`src/rtl/icache_dm_if.sv`:
```
// rtl/icache_dm_if.sv - ROM read bus between the instruction cache and the instruction ROM
interface icache_dm_if;
  logic        rom_req;
  logic [31:0] rom_addr;
  logic        rom_ack;
  logic [31:0] rom_data;

  modport master (
    output rom_req,
    output rom_addr,
    input  rom_ack,
    input  rom_data
  );

  modport slave (
    input  rom_req,
    input  rom_addr,
    output rom_ack,
    output rom_data
  );
endinterface

```
`src/rtl/icache_dm.sv`:
```
// rtl/icache_dm.sv - direct-mapped single-word-line instruction cache with flush and miss counter
module icache_dm #(
  parameter int IDX_W = 6,
  parameter int CNT_W = 16
) (
  input  logic             clk,
  input  logic             res,
  input  logic [31:0]      in_addr,
  output logic [31:0]      in_data,
  output logic             hit,
  input  logic             flush,
  output logic [CNT_W-1:0] miss_cnt,
  icache_dm_if.master      rom
);

  localparam int LINES = 1 << IDX_W;
  localparam int TAG_W = 30 - IDX_W;

  typedef enum logic {
    ST_IDLE,
    ST_FILL
  } state_t;

  state_t             r_state;
  state_t             w_state_nxt;
  logic [LINES-1:0]   r_valid;
  logic [TAG_W-1:0]   r_tag [LINES];
  logic [31:0]        r_data [LINES];
  logic               r_kill;
  logic               r_rom_req;
  logic [31:0]        r_rom_addr;
  logic [IDX_W-1:0]   r_miss_idx;
  logic [TAG_W-1:0]   r_miss_tag;
  logic [CNT_W-1:0]   r_miss_cnt;

  logic [IDX_W-1:0]   w_idx;
  logic [TAG_W-1:0]   w_tag;
  logic               w_match;
  logic               w_start_fill;
  logic               w_fill_done;
  logic               w_clr_valid;
  logic               w_set_kill;
  logic               w_unused;

  assign w_idx    = in_addr[IDX_W+1:2];
  assign w_tag    = in_addr[31:IDX_W+2];
  assign w_unused = ^in_addr[1:0];
  assign w_match  = r_valid[w_idx] && (r_tag[w_idx] == w_tag);

  assign hit          = w_match && (r_state == ST_IDLE) && !flush;
  assign in_data      = r_data[w_idx];
  assign miss_cnt     = r_miss_cnt;
  assign rom.rom_req  = r_rom_req;
  assign rom.rom_addr = r_rom_addr;

  always_ff @(posedge clk) begin
    if (res) begin
      r_state <= ST_IDLE;
    end else begin
      r_state <= w_state_nxt;
    end
  end

  always_comb begin
    w_state_nxt  = r_state;
    w_start_fill = 1'b0;
    w_fill_done  = 1'b0;
    w_clr_valid  = 1'b0;
    w_set_kill   = 1'b0;
    case (r_state)
      ST_IDLE: begin
        if (flush) begin
          w_clr_valid = 1'b1;
        end else if (!w_match) begin
          w_start_fill = 1'b1;
          w_state_nxt  = ST_FILL;
        end
      end
      ST_FILL: begin
        w_clr_valid = flush;
        if (rom.rom_ack) begin
          w_fill_done = 1'b1;
          w_state_nxt = ST_IDLE;
        end else if (flush) begin
          // the line being fetched was already stale when flush arrived
          w_set_kill = 1'b1;
        end
      end
      default: w_state_nxt = ST_IDLE;
    endcase
  end

  always_ff @(posedge clk) begin
    if (res) begin
      r_rom_req  <= 1'b0;
      r_rom_addr <= 32'h0;
      r_miss_idx <= '0;
      r_miss_tag <= '0;
      r_miss_cnt <= '0;
      r_kill     <= 1'b0;
      r_valid    <= '0;
    end else begin
      if (w_start_fill) begin
        r_rom_req  <= 1'b1;
        r_rom_addr <= {in_addr[31:2], 2'b00};
        r_miss_idx <= w_idx;
        r_miss_tag <= w_tag;
        if (r_miss_cnt != {CNT_W{1'b1}}) begin
          r_miss_cnt <= r_miss_cnt + CNT_W'(1);
        end
      end
      if (w_fill_done) begin
        r_rom_req <= 1'b0;
        r_kill    <= 1'b0;
      end else if (w_set_kill) begin
        r_kill <= 1'b1;
      end
      if (w_clr_valid) begin
        r_valid <= '0;
      end
      if (w_fill_done && !flush && !r_kill) begin
        r_valid[r_miss_idx] <= 1'b1;
      end
    end
  end

  // tag/data are written even for killed fills; the valid bit alone gates use
  always_ff @(posedge clk) begin
    if (!res && w_fill_done) begin
      r_tag[r_miss_idx]  <= r_miss_tag;
      r_data[r_miss_idx] <= rom.rom_data;
    end
  end

endmodule

```
`src/flat_wrapper.sv`:
```
// flat-port wrapper written by rule: the top's interface ports become plain ports
module icache_dm_flat 
#(
  parameter int IDX_W = 6,
  parameter int CNT_W = 16
)
  (clk, res, in_addr, in_data, hit, flush, miss_cnt, rom_rom_req, rom_rom_addr, rom_rom_ack, rom_rom_data);
  icache_dm_if rom_i ();
  input  logic clk;
  input  logic res;
  input  logic [31:0] in_addr;
  output logic [31:0] in_data;
  output logic hit;
  input  logic flush;
  output logic [CNT_W-1:0] miss_cnt;
  output wire logic [$bits(rom_i.rom_req)-1:0] rom_rom_req;
  output wire logic [$bits(rom_i.rom_addr)-1:0] rom_rom_addr;
  input wire logic [$bits(rom_i.rom_ack)-1:0] rom_rom_ack;
  input wire logic [$bits(rom_i.rom_data)-1:0] rom_rom_data;
  assign rom_rom_req = rom_i.rom_req;
  assign rom_rom_addr = rom_i.rom_addr;
  assign rom_i.rom_ack = rom_rom_ack;
  assign rom_i.rom_data = rom_rom_data;
  icache_dm #(.IDX_W(IDX_W), .CNT_W(CNT_W)) u_core (.clk(clk), .res(res), .in_addr(in_addr), .in_data(in_data), .hit(hit), .flush(flush), .miss_cnt(miss_cnt), .rom(rom_i));
endmodule
```
`config.mk`:
```
export PLATFORM = sky130hd
export DESIGN_NAME = icache_dm_flat
export DESIGN_NICKNAME = d
export VERILOG_FILES = /design/src/rtl/icache_dm_if.sv /design/src/rtl/icache_dm.sv /design/src/flat_wrapper.sv
export SDC_FILE = /design/constraint.sdc
export NUM_CORES = 2
export LEC_CHECK = 0
export ABC_CLOCK_PERIOD_IN_PS = 6600
export CORE_MARGIN = 2
export CORE_UTILIZATION = 46
export CTS_CLUSTER_DIAMETER = 150
export DETAILED_ROUTE_END_ITERATION = 16
export SLEW_MARGIN = 10
export SYNTH_ARGS = -nofsm -noshare
export SYNTH_HDL_FRONTEND = slang
export SYNTH_SLANG_ARGS = --single-unit
export TNS_END_PERCENT = 20
```
`constraint.sdc`:
```
create_clock -name clk -period 6.6 [get_ports clk]
set_clock_uncertainty 0.2 [all_clocks]
set_input_delay 0.99 -clock clk [delete_from_list [all_inputs] [get_ports clk]]
set_output_delay 0.99 -clock clk [all_outputs]
set_load 0.02 [all_outputs]
```
# Word-level counts from Yosys, hierarchy flattened
# Memory sizes are Yosys's and may differ from the RTL's.
# Index checks and enable logic that the tools add are counted.
dict set report word_totals {
  ramBits 3584
  out_inout_bits 82
  regBits 143
  input_bits 68
  elab_cells 50
  n_memories 2
}
dict set report classes {
  n_eq_ne 2
  add_sub_neg 1
  reduce_logical 12
  mux 20
  bitwise_logic 2
  order_cmp 3
}
# memory words width read_ports rd_clocked_by_memory_dff write_ports line
set mem_list {}
lappend mem_list {u_core.r_data 64 32 1 0 1 icache_dm.sv:28} ;# logic [31:0] r_data [LINES];
lappend mem_list {u_core.r_tag 64 24 1 0 1 icache_dm.sv:27} ;# logic [TAG_W-1:0] r_tag [LINES];
# cell n
set ops {}
lappend ops {{2-to-1 mux 64 bit} 3}
lappend ops {{OR 64 bit} 1}
lappend ops {{== test 24 bit} 1}
lappend ops {{adder 16 x 1 -> 16 bit, second input constant} 1}
lappend ops {{!= test 16 bit, second input constant} 1}
lappend ops {{< comparator 6 x 7 -> 1 bit, second input constant} 2}
lappend ops {{2-to-1 mux 1 bit} 13}
lappend ops {{logical AND 1 bit} 7}
lappend ops {{binary-select mux 1 bit (select 6 bit)} 1}
lappend ops {{demux 1 bit (select 6 bit)} 1}
lappend ops {{greater-or-equal comparator 6 x 1 -> 1 bit, second input constant} 1}
lappend ops {{one-hot mux 1 bit (2 select lines)} 2}
lappend ops {{logical NOT 1 bit} 3}
lappend ops {{AND reduction 2 bit} 1}
lappend ops {{OR reduction 2 bit} 1}
lappend ops {{inverter 1 bit} 1}

# Longest topological paths before layout
dict set report logic_depth {
  depth_word 7
  depth_mapped 19
  mapped_depth_nobuf 10
}

# Least setup slack after synthesis
# OpenSTA, ideal clock, no wires.
dict set report synth_timing {
  kind {input to output}
  start {input port in_addr[2]}
  end {output port in_data[10]}
  required_time_ns 5.410
  n_path_buf 10
  stages 13
  t_arrival_ns 4.606
  setup_slack_ns 0.804
  cell_sequence {buf_6 buf_6 buf_4 buf_6 buf_6 buf_6 buf_4 buf_2 buf_2 buf_1 mux4_2 mux4_2 mux4_2}
}
dict set report synth_between {
  elab_chain_cells 1
}
# item line
set synth_lines {}
lappend synth_lines {{start: declaration} flat_wrapper.sv:11} ;# input logic [31:0] in_addr;
lappend synth_lines {{memory (64 x 32 bit)} n/a}
lappend synth_lines {{end: declaration} flat_wrapper.sv:12} ;# output logic [31:0] in_data;
# Every way passes these cells.

# Worst setup path in the final report
dict set report layout_timing {
  start {input port in_addr[6]}
  end {output port hit}
}
dict set report layout_between {
  elab_chain_cells 5
  word_cells_on_any_way 7
}
# item line
set layout_lines {}
lappend layout_lines {{memory (64 x 24 bit) / binary-select mux 1 bit (select 6 bit) (equally long branches)} n/a}
lappend layout_lines {{== test 24 bit / 2-to-1 mux 1 bit (equally long branches)} icache_dm.sv:48} ;# assign w_match = r_valid[w_idx] && (r_tag[w_idx] == w_tag);
lappend layout_lines {{logical AND 1 bit (*)} icache_dm.sv:48}
lappend layout_lines {{logical AND 1 bit (*) (2 in series)} icache_dm.sv:50} ;# assign hit = w_match && (r_state == ST_IDLE) && !flush;
lappend layout_lines {{end: declaration} flat_wrapper.sv:13} ;# output logic hit;
# Mark *: on every way between the ends. The rest lies on a longest branch, timed or not. The select of a mux whose other input is x is not followed.

==> out/metrics.yaml <==
outcome:
  status: "finished clean"
layout:
  area_growth_pct: 15.2
  fin_cells: 11400
  n_fill_cell: 23400
  fin_nets: 7038
  fin_util: 0.532
  drive_above_1_share: 0.279
  final-seq-area_sq_um: 110000
  multiInputGateArea_sq_um: 31400
logic_synthesis:
  synth_compound_area_frac: 0.0167
  yosys_warnings: 0
  yosys.cell_count.top_type: "edfxtp_1"
  synthFlopType: "edfxtp_1"
  ys_types: 77
  synth_area_leader_cell: "edfxtp_1"
  synth.avg_cell_area_sq_um: 22.3
  synth_top_family_by_area: "multiplexers"
  yosys.area.top_type_share: 0.755
  yosys.area_share.simple: 0.0237
  ys_seq_area_frac: 0.771
  synth_area_leaders: "edfxtp_1, mux4_2, mux2i_1"
  syn_inst: 6406
  synthArstFlopShare: 0
  synthAdderAreaFrac: 0.0000877
  synth_xor_xnor_area_share: 0.00117
  synthTopCellsByCount: "edfxtp_1, mux4_2, mux2i_1, nor2_1, clkbuf_1"
  muxShareOfSynthArea: 0.175
  syn_area_sq_um: 143000
  synth_edf_count: 3584
  synth_seq_cells: 3697
setup_path:
  max_stage_delay_ns: 0.56
  cpLargestDelayFamily: "simple AND/OR/NAND/NOR gates"
  crit_chain: "buf_4 > nor2b_1 > nand2_1 > buf_4 > o21ai_0 > nor2_1 > and3_1 > nor4_4 > buf_4 > nor4b_1 > nand4_1 > buf_4 > nor3_1 > dlymetal6s2s_1"
  arrival_ns: 5.08
  required_ns: 5.41
  cp_slowest_cell: "buf_4"
  worstPathMaxFanout: 31
  crit_type: "input pin to output pin"
  start_kind: "input pin"
  crit_path_end_kind: "output pin"
  critPathBufInv: 5
  cpMostUsedCell: "buf_4"
timing:
  slew_headroom: 0.0975
  finalSetupViolations: 0
  worst_slew_pin_slew_ns: 1.35
  min_period_over_period: 0.950
  rsz0062_at_grt: "no"
  fin_ws_ns: 0.331
  slew_violations: 0
  fin_crit_ns: 6.27
  clock.fmax_mhz: 160
  setup_tns_ns: 0
  hold_ws_ns: 0.262
  hold_viol_final: 0
detailed_routing:
  drt_pass1_iterations: 6
  wl_mm: 419
  wl_per_cell_um: 36.8
  via_per_inst: 6.36
  drtIter0Drc: 10600
  route.vias.total: 72500
  drc: 0
  ant_nets: 0
floorplan:
  initial_core_util: 0.462
  row_count: 204
  die_y_um: 561
  dieArea_sq_um: 314000
  die_x_um: 561
  core_sq_um: 309000
  io_pins: 150
flow_run:
  maxCapViolCount: 0
grt:
  overflow: 0
  grt_start_max_net_pins: 123
  antenna_found_initial: 26
  grt_pass1_vias: 70600
  grt_pass1_wl_mm: 573
  track_usage: 0.263
place:
  pre_cts_slack_ns: -0.340
  hpwl_mm: 221
  portBuffers: 145
  dpl.cell_count: 10700
  place.gp.congestion: 0.841
power_and_ir_drop:
  ir_worst_vdd_mv: 0.231
  power_leakage_nw: 53.0
  pwr_density_cell_nw_per_um2: 299
cts:
  clk_pin_slew_worst_paths_ns: 0.06
  cts-root-buf: "clkbuf_16"
  h-tree-depth: 5
  cts_made_buffers: 378
  ctsHoldBuffers: 0
  cts_tree: "yes"
  insertion_delay_ns: 0.95
  cts_buffer_depth: 4
  clock-sinks: 3697
worst_hold_path:
  hold_path.class: "flop to flop"
==> cell families after synthesis <==
logic type                 after synthesis
DFF                                   3697
muxes                                 1312
and+or+nand+nor                        665
buffers and inverters                  358
AOI/OAI and AO/OA                      353
xor gates and xnor gates                19
adders and majority gates                1
other                                    1
==> flip-flops by register name (all words and copies together) (netlist names) <==
register and flops:
u_core.r_state 1, u_core.r_data 2048, u_core.rom.rom_addr 1, u_core.r_tag 1536, u_core.r_kill 1, u_core.r_miss_tag 24, u_core.r_valid 64, u_core.miss_cnt 16
u_core.rom.rom_req 1, u_core.r_miss_idx 5
==> metrics by stage <==
stage	power, W	area (sq um)
after floorplan	0.0278	143000
after global placement	0.0288	152000
after detailed placement	0.0288	152000
after CTS	0.0495	164000
after global routing	0.0505	164000
final	0.0492	164000
==> timing repair <==
action / 4_1_cts / 5_1_grt
resized for setup: 3 / 3
pin swaps: 0 / 2
buffers inserted: 0 / 0
endpoints found under the setup margin: 1 / 1
hold endpoints to repair: 0 / 0
==> final timing paths <==
path / to / slack (ns) / startpoint / cells after the start
worst max-delay path: hit / 0.33 / in_addr[6] / 14
worst min register to register: u_core.r_tag[4][11]$_DFFE_PP_ / 0.26 / u_core.r_miss_tag[11]$_SDFFE_PP0P_ / 0
worst min-delay path: u_core.r_tag[4][11]$_DFFE_PP_ / 0.26 / u_core.r_miss_tag[11]$_SDFFE_PP0P_ / 0
worst max register to register: u_core.r_tag[58][20]$_DFFE_PP_ / 2.17 / u_core.r_miss_idx[1]$_SDFFE_PP0P_ / 4
==> final cells by class <==
cell class                      count  area share
Antenna cell                        9    0.000137
Clock buffer                      466      0.0601
Clock inverter                    219      0.0131
Inverter                           10    0.000320
Multi-Input combinational cell   2352       0.191
Sequential cell                  3697       0.669
Tap cell                         4120      0.0314
Timing Repair Buffer              530      0.0345
==> cells in the final DEF (no fill, tap or decap), drive strengths merged, types with 21 or more instances in the layout <==
master,n
bufinv,29
nor2,175
edfxtp,3584
nand2,132
nand2b,75
a31oi,21
and3,29
mux4,941
inv,23
clkinv,159
mux2i,334
a21oi,106
buf,415
a22oi,112
clkbuf,466
nor2b,87
nand3,68
mux2,37
dfxtp,113
clkdlybuf4s50,114
==> power breakdown <==
part	internal [W]	switching [W]
registers	0.0258	0.0000897
logic	0.000988	0.00142
clock network	0.0118	0.00907
==> worst register-to-register path, cell delays in order, from the launching register on <==
cell	delay [ns]
dfxtp_1	0.50
nor3b_2	0.88
nand2_1	0.82
nor2_4	0.85
buf_4	0.70
==> layer usage <==
metal / up-vias / GRT usage / wire (um)
met1: 39600 / 0.380 / 167000
met2: 3981 / 0.408 / 196000
li1: 28200 / - / -
met5: - / 0 / 80
met3: 712 / 0.0506 / 41800
met4: 14 / 0.0842 / 14500
No activity file was read; power rests on OpenSTA's default activity.
